## config.mk

```make
export PLATFORM = sky130hd
export DESIGN_NAME = mem_port_arbiter
export DESIGN_NICKNAME = d
export VERILOG_FILES = /design/src/rtl/cpu_mem_pkg.sv /design/src/rtl/mem_arb_wait_counter.sv /design/src/rtl/mem_port_arbiter.sv
export SDC_FILE = /design/constraint.sdc
export NUM_CORES = 1
export LEC_CHECK = 0
export BUFFER_PORTS_ARGS = -buffer_cell sky130_fd_sc_hd__buf_2
export CAP_MARGIN = 20
export CELL_PAD_IN_SITES_DETAIL_PLACEMENT = 1
export CELL_PAD_IN_SITES_GLOBAL_PLACEMENT = 2
export CORE_ASPECT_RATIO = 1.75
export CORE_UTILIZATION = 21
export CTS_CLUSTER_DIAMETER = 150
export DETAILED_ROUTE_END_ITERATION = 10
export MAX_ROUTING_LAYER = met4
export PLACE_DENSITY = 0.89
export SLEW_MARGIN = 20
export SYNTH_ARGS = -nofsm -noshare
export SYNTH_HDL_FRONTEND = slang
export SYNTH_HIERARCHICAL = 1
export SYNTH_SLANG_ARGS = --single-unit
```

## constraint.sdc

```tcl
create_clock -name Clock -period 2.6 [get_ports Clock]
set_input_delay 0.26 -clock Clock [delete_from_list [all_inputs] [get_ports Clock]]
set_output_delay 0.26 -clock Clock [all_outputs]
set_load 0.02 [all_outputs]
```

## src/rtl/cpu_mem_pkg.sv

```systemverilog
// Shared definitions for the CPU-with-memory top level: default bus widths
// and the identifiers of the two ports that share the block RAM.
package cpu_mem_pkg;

    localparam int CPU_ADDR_W = 16;
    localparam int CPU_DATA_W = 16;

    typedef enum logic {
        PORT_CPU = 1'b0,
        PORT_AUX = 1'b1
    } port_id_t;

endpackage

```

## src/rtl/mem_arb_wait_counter.sv

```systemverilog
// Starvation counter for the low-priority port. It counts consecutive cycles
// in which the port requested but lost. at_max tells the grant logic that the
// port must win the next decision.
module mem_arb_wait_counter #(
    parameter int MAX_WAIT = 4
) (
    input  logic Clock,
    input  logic Reset,
    input  logic req,
    input  logic gnt,
    output logic at_max
);

    localparam int CNT_W = $clog2(MAX_WAIT + 1);
    localparam logic [CNT_W-1:0] MAX_CNT = CNT_W'(MAX_WAIT);

    logic [CNT_W-1:0] wait_cnt;

    // Count lost request cycles, restart on a grant or a dropped request, hold at the limit
    always_ff @(posedge Clock) begin
        if (Reset) begin
            wait_cnt <= '0;
        end else if (!req || gnt) begin
            wait_cnt <= '0;
        end else if (wait_cnt != MAX_CNT) begin
            wait_cnt <= wait_cnt + CNT_W'(1);
        end
    end

    assign at_max = (wait_cnt == MAX_CNT);

endmodule

```

## src/rtl/mem_port_arbiter.sv

```systemverilog
// Two-port arbiter in front of the single-port synchronous-read block RAM.
// Port 0 (CPU) has fixed priority; port 1 (aux master) is forced through once
// it has lost MAX_WAIT consecutive cycles. Read data is steered back to the
// port that issued the read using a one-entry return tag.
module mem_port_arbiter
    import cpu_mem_pkg::*;
#(
    parameter int ADDR_W   = CPU_ADDR_W,
    parameter int DATA_W   = CPU_DATA_W,
    parameter int MAX_WAIT = 4
) (
    input  logic              Clock,
    input  logic              Reset,
    input  logic              req0,
    input  logic              we0,
    input  logic [ADDR_W-1:0] addr0,
    input  logic [DATA_W-1:0] wdata0,
    input  logic              req1,
    input  logic              we1,
    input  logic [ADDR_W-1:0] addr1,
    input  logic [DATA_W-1:0] wdata1,
    output logic              gnt0,
    output logic              gnt1,
    output logic              rvalid0,
    output logic              rvalid1,
    output logic [DATA_W-1:0] rdata0,
    output logic [DATA_W-1:0] rdata1,
    output logic              ram_en,
    output logic              ram_we,
    output logic [ADDR_W-1:0] ram_addr,
    output logic [DATA_W-1:0] ram_wdata,
    input  logic [DATA_W-1:0] ram_rdata
);

    logic              at_max;
    logic              rd_pend;
    port_id_t          rd_id;
    logic [DATA_W-1:0] rdata0_q;
    logic [DATA_W-1:0] rdata1_q;

    mem_arb_wait_counter #(
        .MAX_WAIT (MAX_WAIT)
    ) u_wait_counter (
        .Clock  (Clock),
        .Reset  (Reset),
        .req    (req1),
        .gnt    (gnt1),
        .at_max (at_max)
    );

    // Grant decision: starved port 1 first, then port 0, then port 1; nothing during reset
    always_comb begin
        gnt0 = 1'b0;
        gnt1 = 1'b0;
        if (!Reset) begin
            if (req1 && at_max) begin
                gnt1 = 1'b1;
            end else if (req0) begin
                gnt0 = 1'b1;
            end else if (req1) begin
                gnt1 = 1'b1;
            end
        end
    end

    assign ram_en = gnt0 | gnt1;

    // RAM command mux: granted port's qualifiers, all zero when idle
    always_comb begin
        ram_we    = 1'b0;
        ram_addr  = '0;
        ram_wdata = '0;
        if (gnt0) begin
            ram_we    = we0;
            ram_addr  = addr0;
            ram_wdata = wdata0;
        end else if (gnt1) begin
            ram_we    = we1;
            ram_addr  = addr1;
            ram_wdata = wdata1;
        end
    end

    // Read-return tag: remembers that the RAM will present data next cycle and for whom
    always_ff @(posedge Clock) begin
        if (Reset) begin
            rd_pend <= 1'b0;
            rd_id   <= PORT_CPU;
        end else begin
            rd_pend <= ram_en & ~ram_we;
            if (ram_en && !ram_we) begin
                rd_id <= gnt1 ? PORT_AUX : PORT_CPU;
            end
        end
    end

    // A tag left over from the cycle before reset must not escape as a pulse
    assign rvalid0 = rd_pend && (rd_id == PORT_CPU) && !Reset;
    assign rvalid1 = rd_pend && (rd_id == PORT_AUX) && !Reset;

    // Per-port data registers keep the last returned word while the other port is served
    always_ff @(posedge Clock) begin
        if (Reset) begin
            rdata0_q <= '0;
            rdata1_q <= '0;
        end else begin
            if (rvalid0) rdata0_q <= ram_rdata;
            if (rvalid1) rdata1_q <= ram_rdata;
        end
    end

    // The returning word is visible in its valid cycle; otherwise the held value
    assign rdata0 = rvalid0 ? ram_rdata : rdata0_q;
    assign rdata1 = rvalid1 ? ram_rdata : rdata1_q;

endmodule

```

=== After elaboration in Yosys (flattened, before gate mapping) ===
Index checks and enable logic that the tools add are counted.

* Flip-flop bits (word level): 37
* Bits in latches: 0
* Bits in writable memories: 0
* Bits in read-only memories: 0
* Input port bits: 86
* Logic and storage cells: 39
* Memories kept: 0

* $add $sub $neg: 1
* $mul: 0
* Divide/modulo/power cells: 0
* $lt $le $gt $ge: 0
* Eq/ne operators: 2
* Shifts and indexed selects: 0
* Mux-type cells: 16
* Bitwise logic cells: 4
* Reductions and logical operators: 11

{| class="wikitable"
|+ Operators by type and width
! operator !! count
|-
| $mux W16 || 6
|-
| $mux W1 || 10
|-
| $logic_and A1 B1 Y1 || 6
|-
| $add A3 B1 Y3 const B || 1
|-
| $eq A3 B3 Y1 const B || 1
|-
| $logic_not A1 Y1 || 3
|-
| $ne A3 B3 Y1 const B || 1
|-
| $not A1 Y1 || 2
|-
| $reduce_or A2 Y1 || 1
|-
| $and A1 B1 Y1 || 1
|-
| $logic_or A1 B1 Y1 || 1
|-
| $or A1 B1 Y1 || 1
|}

=== Depth between registers and ports, before layout ===
* Word-level depth: 8
* Mapped depth: 8
* Gate-level depth less buffers: 7

=== Cells and area by module ===
The synthesis kept the hierarchy.

{| class="wikitable"
|+ Modules (own cells, without submodules)
! module !! instances !! cells an instance !! area each (um^2) !! sequential area each (um^2)
|-
| mem_port_arbiter || 1 || 234 || 2028.2 || 680.7
|-
| mem_arb_wait_counter || 1 || 18 || 170.2 || 60.1
|}

=== Worst setup path before layout ===
OpenSTA, ideal clock, no wires.

* Path kind: register to output
* From: reg u_wait_counter.wait_cnt[0]
* To: out ram_addr[10]
* Arrival time: 1.730 ns
* Slack: 0.610 ns
* Stages on the path, launching flop included: 8
* Path buffers: 1
* Path through: dfxtp_1 > inv_1 > ha_1 > and2_1 > a21bo_2 > nor2_2 > buf_2 > a22o_1

{| class="wikitable"
|+ RTL lines
! item !! RTL line !! text
|-
| start, declared || mem_arb_wait_counter.sv:17 || <nowiki>logic [CNT_W-1:0] wait_cnt;</nowiki>
|-
| start signal, assigned || mem_arb_wait_counter.sv:26 || <nowiki>wait_cnt <= wait_cnt + CNT_W'(1);</nowiki>
|-
| $eq A3 B3 Y1 || mem_arb_wait_counter.sv:30 || <nowiki>assign at_max = (wait_cnt == MAX_CNT);</nowiki>
|-
| net at_max || mem_port_arbiter.sv:35 || <nowiki>logic at_max;</nowiki>
|-
| $logic_and A1 B1 Y1 || mem_port_arbiter.sv:56 || <nowiki>if (req1 && at_max) begin</nowiki>
|-
| $mux W1 || mem_port_arbiter.sv:56 ||
|-
| $mux W1 || mem_port_arbiter.sv:55 || <nowiki>if (!Reset) begin</nowiki>
|-
| net gnt0 || mem_port_arbiter.sv:22 || <nowiki>output logic gnt0,</nowiki>
|-
| $mux W16 || mem_port_arbiter.sv:73 || <nowiki>if (gnt0) begin</nowiki>
|-
| end, declared || mem_port_arbiter.sv:30 || <nowiki>output logic [ADDR_W-1:0] ram_addr,</nowiki>
|}

The timed path passes the listed nets, and every way through them passes these cells.

=== Final worst setup path ===
* From: reg u_wait_counter.wait_cnt[0]
* To: out ram_wdata[12]

* Cells in the longest elaborated chain, start to end: 6

{| class="wikitable"
|+ Ends and longest elaborated chain
! item !! RTL line !! text
|-
| $eq A3 B3 Y1 * || mem_arb_wait_counter.sv:30 ||
|-
| net at_max || mem_port_arbiter.sv:35 ||
|-
| $logic_and A1 B1 Y1 * || mem_port_arbiter.sv:56 ||
|-
| $mux W1 || mem_port_arbiter.sv:56 ||
|-
| $mux W1 || mem_port_arbiter.sv:55 ||
|-
| $mux W16 || mem_port_arbiter.sv:77 || <nowiki>end else if (gnt1) begin</nowiki>
|-
| $mux W16 * || mem_port_arbiter.sv:73 ||
|-
| end, declared || mem_port_arbiter.sv:31 || <nowiki>output logic [DATA_W-1:0] ram_wdata,</nowiki>
|}

Mark *: on every way through the listed nets, which the timed path passes. The rest lies on a longest branch.

==> reports/results.ini <==
[layout]
drive_gt1_share_pct = 52.13
nets = 487
area_growth_pct = 45.30
fillers = 1271
fin_cells = 526
n_antenna_cell = 0

[job]
max-cap-violations = 0

[critical_path]
critPathMaxFanout = 35
end_kind = output port
reg2reg_slack_ns = 0.46
reg2reg_depth = 8
r2r-end = u_wait_counter/wait_cnt[2]
critPathTopFamily = simple AND/OR/NAND/NOR gates
crit_arrival_ns = 2.19
cp_num_cells = 8
path_class = reg2out
crit_buf_inv = 3
worstPathRequired_ns = 2.34
startpoint = u_wait_counter/wait_cnt[0]
critPathMaxStageDelay_ns = 0.38
slowest_stage = dfxtp_1
crit_chain = inv_1 > ha_1 > and2_1 > nor2b_1 > nor3b_4 > buf_4 > a22o_1 > buf_2
cp-endpoint = ram_wdata[12]
rr_startpoint = u_wait_counter/wait_cnt[0]
startpoint_type = register

[placement]
globalplace.congestion = 0.8247
dpl_worst_slack_ns = 0.4049
io_buffers = 155
dp_hpwl_um = 5893
dp_cells = 519

[floorplan]
boundaryPins = 156
dieArea_mm2 = 0.01090
die_w_um = 79.34
start_util_pct = 21.47
dieHeight_um = 137.4
core.rowCount = 49
core_mm2 = 0.01024

[timing]
fmax_mhz = 408.1
period_needed_ns = 2.450
worst_pin_slew_ns = 0.6237
fin_setup_tns_ns = 0
grt_setup_unrepaired = false
post-route-worst-setup-slack_ns = 0.1497
hold_viol = 0
slew_headroom_pct = 58.42
maxSlewViolCount = 0
finalSetupViolations = 0
final.period_utilization_pct = 94.24
fin_worst_skew_ns = 0.003606
fin_worst_hold_slack_ns = 0.2528

[outcome]
status = complete, no violations

[power_and_ir_drop]
p_seq_share_pct = 39.1
p_sw_uw = 411.5
p_sw_share_pct = 27.05
peakVddDrop_mv = 0.2479
cellPowerDensity_mw_per_mm2 = 476.2
power.leakage_uw = 0.001608
intPower_uw = 1110
pwr-share-clk_pct = 38.6
combPwrFrac_pct = 22.4

[yosys]
synth_top_family_by_area = compound AO/OA/AOI/OAI gates
seq_area_frac_synth_pct = 33.69
netlist_area_mm2 = 0.002198
synth_mux_area_share_pct = 17.93
syn_nets = 340
synthAdderAreaFrac_pct = 1.138
yosys_register_bits = 37
syn_inst = 252
synth_xor_area_share_pct = 0
yosysWarnings = 6
synth_compound_area_share_pct = 22.71
synth.avg_cell_area_um2 = 8.724
synth.distinct_cells = 30
synth-simple-area-share_pct = 18.27

[route]
finalWirelength_um = 7422
dr.pass1.iters = 4
ant_nets = 0
post_drt_wl_per_cell_um = 14.11
drcViolationCount = 0
drtIter0Drc = 59
via_count = 2431
via_per_inst = 4.622

[global_route]
grt_max_degree = 36
gr-usage-all-layers_pct = 13.84
grt_pass1_vias = 2391
grt_pass1_wl_um = 11160
antenna_found_initial = 0
overflow = 0

[cts]
clk_pin_slew_ns = 0.05
clockBufferDepth = 2
cts_hold_buf = 0
clock_sinks = 37
clockRootBuffer = clkbuf_16
clkLatencyLatePin_ns = 0.27
numCtsBuffers = 5
htree_levels = 2
cts_tree = yes

[hold_path]
hp-class = in2reg

metal layers:
metal	vias to the layer above	global-route usage, %	part of all wire [%]
met5	-	-	0
met4	0	5.455	1.6
met3	7	1.656	5.0
met2	108	28.02	58
met1	1139	12.68	35
li1	1177	-	-
cells by family after synthesis:
family                     after synthesis
and+or+nand+nor                         85
AOI/OAI and AO/OA                       72
DFF                                     37
muxes                                   32
buffers and inverters                   24
adders and majority gates                2
synth_stat cells:
master / count / area [µm²]
and3b_1: 1 / 8.760
a22o_1: 33 / 289.0
a21oi_1: 35 / 175.2
clkbuf_2: 2 / 10.01
buf_2: 8 / 40.04
or2_2: 1 / 6.260
and2_1: 2 / 12.51
buf_4: 3 / 22.52
or2b_1: 1 / 7.510
dfxtp_1: 37 / 740.7
nor2_2: 1 / 6.260
nor3b_4: 2 / 37.54
nand2_1: 65 / 244.0
buf_12: 1 / 20.02
nor2b_1: 2 / 12.51
nand3b_2: 1 / 11.26
buf_6: 1 / 11.26
nor2_1: 4 / 15.01
or3b_2: 1 / 8.760
mux2_4: 9 / 135.1
mux2_2: 23 / 259.0
nand3_1: 2 / 10.01
ha_1: 2 / 25.02
a211oi_1: 1 / 7.510
a21o_1: 1 / 7.510
inv_1: 4 / 15.01
nor3_2: 1 / 10.01
or3b_4: 1 / 11.26
clkbuf_1: 5 / 18.77
a21bo_2: 2 / 20.02
state kept, by name, indices dropped and copies added (netlist names):
signal	cells
rdata0_q	16
u_wait_counter/wait_cnt	3
rdata1_q	16
rd_id	1
rd_pend	1
area by class of cell:
class / instances / area (µm²) / area share (%)
inverters: 4 / 15.01 / 0.4700
clock buffers: 7 / 142.6 / 4.465
repair buffers: 160 / 817.0 / 25.58
well taps: 127 / 158.9 / 4.975
flip-flops and latches: 37 / 740.7 / 23.19
multi-input cells: 191 / 1320 / 41.32
how the worst min path moves through the flow:
stage	start	endpoint	slack, ns	cells after the start
floorplan	ram_rdata[0]	rdata0_q[0]	0.40	2
global placement	rdata1_q[9]	rdata1_q[9]	0.44	2
detailed placement	rdata1_q[9]	rdata1_q[9]	0.45	2
CTS	ram_rdata[7]	rdata0_q[7]	0.25	3
global route	ram_rdata[7]	rdata1_q[7]	0.26	3
finish	ram_rdata[7]	rdata0_q[7]	0.25	3
placed cells by master, fill, tap and decap left out:
cell type / Yosys / layout
nor2b_1: 2 / 2
inv_1: 4 / 4
mux2_4: 9 / 9
and3b_1: 1 / 1
nor2_2: 1 / 1
nand3b_2: 1 / 1
clkbuf_8: 0 / 1
nand2_1: 65 / 65
a22o_1: 33 / 33
a21o_1: 1 / 1
nand3_1: 2 / 2
buf_4: 3 / 4
clkbuf_1: 5 / 1
ha_1: 2 / 2
or3b_2: 1 / 1
mux2_2: 23 / 23
nor2_1: 4 / 4
nor3_2: 1 / 1
buf_6: 1 / 1
nor3b_4: 2 / 2
or2_2: 1 / 1
clkbuf_16: 0 / 5
dfxtp_1: 37 / 37
a21oi_1: 35 / 35
buf_2: 8 / 155
and2_1: 2 / 2
or3b_4: 1 / 1
or2b_1: 1 / 1
a21bo_2: 2 / 2
a211oi_1: 1 / 1
through the flow:
stage / total power, µW / cell area [µm²] / utilization [%]
detailed placement: 951.7 / 3048 / 29.77
global route: 1602 / 3194 / 31.20
global placement: 941.2 / 3048 / 29.77
finish: 1521 / 3194 / 31.20
floorplan: 802.8 / 2198 / -
CTS: 1552 / 3191 / 31.16
worst min-delay path: stages:
cell	delay [ns]
buf_2	0.12
nand2_1	0.05
a21oi_1	0.05
what timing repair did:
item,CTS,global route
setup endpoints to repair,0,4
resized for setup,0,1
buffers inserted,0,0
power by group through the flow:
| stage | logic (µW) | clock network, µW | registers (µW) |
|---|---|---|---|
| after floorplan | 200 | 0 | 602 |
| after CTS | 346 | 612 | 594 |
| after global placement | 336 | 0 | 605 |
| final | 340 | 587 | 594 |
| after global routing | 371 | 636 | 596 |
| after detailed placement | 345 | 0 | 607 |
(Power assumes the default switching activity.)
